## src/rtl/column_packer.sv

```systemverilog
// rtl/column_packer.sv - packs narrow column elements LSB-first into wide FIFO words with valid/last handshake
// Optional: COLUMN_PACKER_STALL_COUNT_EN adds stall_count_out (cycles spent holding a word under backpressure).
module column_packer #(
  parameter int ELEM_WIDTH      = 16,
  parameter int DATA_WIDTH      = 256,
  parameter int ELEMS_PER_FRAME = 2304
) (
  input  logic                  clk_pixel,
  input  logic                  rst_in,
  input  logic                  frame_start_in,
  input  logic                  col_valid_in,
  input  logic [ELEM_WIDTH-1:0] col_data_in,
  output logic                  col_ready_out,
  input  logic                  fifo_ready_in,
  output logic                  packed_valid_out,
  output logic [DATA_WIDTH-1:0] packed_data_out,
  output logic                  packed_last_out
`ifdef COLUMN_PACKER_STALL_COUNT_EN
  ,output logic [15:0]          stall_count_out
`endif
);

  // DATA_WIDTH is expected to be an integer multiple of ELEM_WIDTH.
  localparam int EPW    = DATA_WIDTH / ELEM_WIDTH;
  localparam int SLOT_W = $clog2(EPW + 1);
  localparam int CNT_W  = $clog2(ELEMS_PER_FRAME + 1);

  localparam logic [SLOT_W-1:0] SLOTS_PER_WORD = SLOT_W'(EPW);
  localparam logic [CNT_W-1:0]  FRAME_LEN      = CNT_W'(ELEMS_PER_FRAME);

  localparam logic [0:0] ST_FILL = 1'b0;
  localparam logic [0:0] ST_HOLD = 1'b1;

  logic [0:0]            r_state;
  logic [SLOT_W-1:0]     r_slot_cnt;
  logic [CNT_W-1:0]      r_elem_cnt;
  logic [DATA_WIDTH-1:0] r_shift;
  logic [DATA_WIDTH-1:0] r_data;
  logic                  r_last;

  logic [DATA_WIDTH-1:0] w_next_word;
  logic [SLOT_W-1:0]     w_slot_inc;
  logic [CNT_W-1:0]      w_elem_inc;
  logic                  w_frame_done;
  logic                  w_word_done;

  assign w_slot_inc   = r_slot_cnt + 1'b1;
  assign w_elem_inc   = r_elem_cnt + 1'b1;
  assign w_frame_done = (w_elem_inc == FRAME_LEN);
  assign w_word_done  = (w_slot_inc == SLOTS_PER_WORD) || w_frame_done;

  // The shift register is zeroed after every word, so unfilled slots of a short final word read as zero.
  always_comb begin
    w_next_word = r_shift;
    for (int s = 0; s < EPW; s++) begin
      if (r_slot_cnt == SLOT_W'(s)) begin
        w_next_word[s*ELEM_WIDTH +: ELEM_WIDTH] = col_data_in;
      end
    end
  end

  always_ff @(posedge clk_pixel or posedge rst_in) begin
    if (rst_in) begin
      r_state    <= ST_FILL;
      r_slot_cnt <= '0;
      r_elem_cnt <= '0;
      r_shift    <= '0;
      r_data     <= '0;
      r_last     <= 1'b0;
    end else if (frame_start_in) begin
      r_state    <= ST_FILL;
      r_slot_cnt <= '0;
      r_elem_cnt <= '0;
      r_shift    <= '0;
      r_data     <= '0;
      r_last     <= 1'b0;
    end else begin
      case (r_state)
        ST_FILL: begin
          if (col_valid_in) begin
            r_elem_cnt <= w_elem_inc;
            if (w_word_done) begin
              r_data     <= w_next_word;
              r_last     <= w_frame_done;
              r_slot_cnt <= '0;
              r_shift    <= '0;
              r_state    <= ST_HOLD;
            end else begin
              r_shift    <= w_next_word;
              r_slot_cnt <= w_slot_inc;
            end
          end
        end
        default: begin
          if (fifo_ready_in) begin
            r_state <= ST_FILL;
            if (r_last) begin
              r_elem_cnt <= '0;
            end
          end
        end
      endcase
    end
  end

  assign col_ready_out    = (r_state == ST_FILL);
  assign packed_valid_out = (r_state == ST_HOLD);
  assign packed_data_out  = r_data;
  assign packed_last_out  = r_last;

`ifdef COLUMN_PACKER_STALL_COUNT_EN
  logic [15:0] r_stall_cnt;

  always_ff @(posedge clk_pixel or posedge rst_in) begin
    if (rst_in) begin
      r_stall_cnt <= '0;
    end else if (frame_start_in) begin
      r_stall_cnt <= '0;
    end else if ((r_state == ST_HOLD) && !fifo_ready_in && (r_stall_cnt != 16'hFFFF)) begin
      r_stall_cnt <= r_stall_cnt + 16'd1;
    end
  end

  assign stall_count_out = r_stall_cnt;
`endif

endmodule

```

## config.mk

```make
export PLATFORM = sky130hd
export DESIGN_NAME = column_packer
export DESIGN_NICKNAME = d
export VERILOG_FILES = /design/src/rtl/column_packer.sv
export SDC_FILE = /design/constraint.sdc
export NUM_CORES = 1
export LEC_CHECK = 0
export CORE_ASPECT_RATIO = 0.7
export CORE_UTILIZATION = 61
export CTS_BUF_LIST = sky130_fd_sc_hd__clkbuf_16
export DETAILED_ROUTE_END_ITERATION = 7
export PLACE_DENSITY = 0.86
export SETUP_SLACK_MARGIN = 0.2
export SLEW_MARGIN = 20
export SYNTH_ARGS = -nofsm -noshare
export SYNTH_HDL_FRONTEND = slang
export SYNTH_SLANG_ARGS = --single-unit
```

## constraint.sdc

```tcl
create_clock -name clk_pixel -period 42.7 [get_ports clk_pixel]
set_input_delay 6.405 -clock clk_pixel [delete_from_list [all_inputs] [get_ports clk_pixel]]
set_output_delay 6.405 -clock clk_pixel [all_outputs]
set_load 0.02 [all_outputs]
```

==> results.cfg <==
[clock_tree]
clockRootBuffer = clkbuf_16
cts_tree = yes
clockBufferDepth = 3
clock_latency_ns = 0.58
cts_buffers = 49
ctsHoldBuffers = 0
htreeDepth = 2
clk_pin_slew_ns = 0.06
cts.sinks = 531
post-cts-setup-buffer-count = 0
post_cts_resized = 0

[synth]
seq_area_frac_synth_pct = 56.0
synth_edf_count = 0
ys_async_sr_fraction_pct = 100
synth_nets = 2085
synth_area_leader_cell = dfrtp_1
synth_common_cells = 531 x dfrtp_1, 259 x a21oi_1, 209 x a211oi_1, 209 x mux2i_1, 181 x a22o_1
synth_area_sq_um = 23700
synth_top_area_share_pct = 56.0
yosysMostFrequentCell = dfrtp_1
synth_ff_type = dfrtp_1
yosys_warnings = 0
ys_ff_latch = 531
synth_cell_types = 54
synth.avg_cell_area_sq_um = 11.5
synth_area_leaders = dfrtp_1 56%, mux2i_1 8.8%, a22o_1 6.7%, a211oi_1 6.6%, a21oi_1 5.5%
syn_inst = 2058

[worst_setup_path]
crit_path_start = col_valid_in
required_ns = 43.21
reg2reg_from = r_slot_cnt[1]$_DFFE_PP0P_
worstSetupPathType = primary input to flop
worstSetupStartpointType = primary input
cp_max_fo = 208
end_kind = flop
arrival_ns = 9.86

[layout]
final_layout_size_suffix_gt1_share_pct = 6.80
final_nets = 2211
syn2layout_area_growth_pct = 18.4

[power]
comb_power_share_pct = 6.8
swShare_pct = 24.8
internal_power_uw = 747
power_frac_clock_pct = 41.9
p_seq_share_pct = 51.3
ir_worst_vdd_mv = 0.0306
p_sw_uw = 246
power_density_nw_per_um2 = 35.3
leakage_nw = 11.1

[floorplanning]
coreArea_sq_um = 38400
pin_count = 280
start_util_pct = 61.9
die_h_microns = 167
num_rows = 60
die_w_microns = 238
die_area_sq_um = 39700

[worst_hold_path]
hp-class = flop to flop
min-delay-start = r_shift[116]$_DFFE_PP0P_

[drt]
remaining_drc_errors = 0
drt_iter0_markers = 2505
via_count = 19228
wl_microns = 72500
wl_per_cell_microns = 26.4
routed_via_density = 6.99
postRouteAntennaNets = 0
drtPass1Iterations = 5

[grt]
antenna_found_initial = 2
grt_max_degree = 214
grtUsageTotal_pct = 36.5
grt_pass1_vias = 18663
grt_overflow = 0
grt_pass1_wl_microns = 112000

[sta]
grt_setup_unrepaired = false
period_minus_slack_ns = 9.35
hold_viol = 0
relSlewSlack_pct = 13.5
timing.hold.ws_ns = 0.488
worst_pin_slew_ns = 1.30
tns_ns = 0
skew_ns = 0.0222
max_freq_ghz = 0.107
fin_crit_sh_pct = 21.9
finalSetupViolations = 0
drv_slew = 0

[status]
outcome = finished, final reports clean

[placed_design]
gp_congestion = 0.864
hpwl_microns = 42200
io_buffer_count = 279

[flow_run]
max_cap_viol_count = 0
==> final timing paths <==
kind	cells past startpoint	slack [ns]	endpoint
setup / recovery	7	33.35	r_shift[140]$_DFFE_PP0P_
max in group asynchronous	4	34.30	packed_data_out[220]$_DFFE_PP0P_
setup reg to reg	10	38.42	r_shift[6]$_DFFE_PP0P_
hold reg to reg	1	0.49	r_shift[116]$_DFFE_PP0P_
min in group asynchronous	2	6.34	packed_data_out[116]$_DFFE_PP0P_
hold / removal	1	0.49	r_shift[116]$_DFFE_PP0P_
==> registers in the layout (all words and copies together) (netlist names) <==
| register | count |
|---|---|
| packed_data_out | 256 |
| packed_last_out | 1 |
| packed_valid_out | 1 |
| r_elem_cnt | 12 |
| r_shift | 256 |
| r_slot_cnt | 5 |
==> critical path, cell delays in order <==
cell	delay (ns)
clkdlybuf4s50_1	0.55
nor2b_4	0.18
buf_4	0.55
buf_12	0.53
nand2_1	0.15
nor2_1	0.81
a22o_1	0.25
==> cell families after synthesis <==
family	after synthesis	share of synthesized area, %
buffers and inverters	259	4.85
xor gates and xnor gates	3	0.111
and+or+nand+nor	225	4.51
AOI/OAI and AO/OA	825	25.4
adders and majority gates	6	0.316
muxes	209	8.81
DFF	531	56.0
==> area by class of cell <==
type | instances | area [sq um]
clock buffer | 50 | 1250
inverter | 9 | 41.3
antenna | 1 | 2.50
fill | 2567 | 10300
sequential | 531 | 13300
multi-input combinational | 1268 | 9400
clock inverter | 39 | 241
tap | 527 | 659
timing repair buffer | 325 | 3210
==> placed cells by master, fill, tap and decap left out, types with 3 or more instances in the layout <==
| cell | instances |
|---|---|
| a211oi_1 | 209 |
| a21oi_1 | 259 |
| a22o_1 | 181 |
| a311oi_1 | 48 |
| and2_1 | 4 |
| and2_2 | 5 |
| and3_1 | 7 |
| buf_12 | 4 |
| buf_4 | 39 |
| clkbuf_16 | 50 |
| clkdlybuf4s50_1 | 278 |
| clkinv_1 | 17 |
| clkinv_2 | 10 |
| dfrtp_1 | 531 |
| ha_1 | 5 |
| inv_1 | 13 |
| mux2i_1 | 209 |
| nand2_1 | 135 |
| nand3_1 | 9 |
| nand4_1 | 3 |
| nor2_1 | 16 |
| nor2b_1 | 14 |
| nor3_2 | 4 |
| nor3b_1 | 4 |
| o21ai_0 | 15 |
| o2bb2ai_1 | 76 |
| o31ai_1 | 7 |
| o31ai_4 | 13 |
| or3b_1 | 4 |
==> power by group through the flow <==
stage | registers [mW] | clock network (mW) | logic [mW]
finish | 0.509 | 0.417 | 0.0675
global route | 0.509 | 0.438 | 0.0711
CTS | 0.509 | 0.418 | 0.0655
detailed placement | 0.518 | 0 | 0.0650
global placement | 0.518 | 0 | 0.0637
floorplan | 0.518 | 0 | 0.0425
==> metal layers <==
metal | GRT usage [%] | share of wire (%)
met3 | 9.05 | 11
met1 | 51.5 | 40
met2 | 53.1 | 45
met4 | 17.6 | 4.9
met5 | 0 | 0.018
==> metrics by stage <==
step	cells	cell area [sq um]	total power [mW]	util [%]	setup slack [ns]
2_1_floorplan	2058	23700	0.560	-	21.46
3_3_place_gp	2659	26500	0.582	69.0	32.99
3_5_place_dp	2659	26500	0.583	69.1	32.97
4_1_cts	2748	28000	0.993	73.0	33.54
5_1_grt	2749	28100	1.02	73.2	33.28
6_report	2750	28100	0.993	73.2	33.35
Note: power is estimated with default switching activity, not from simulation.
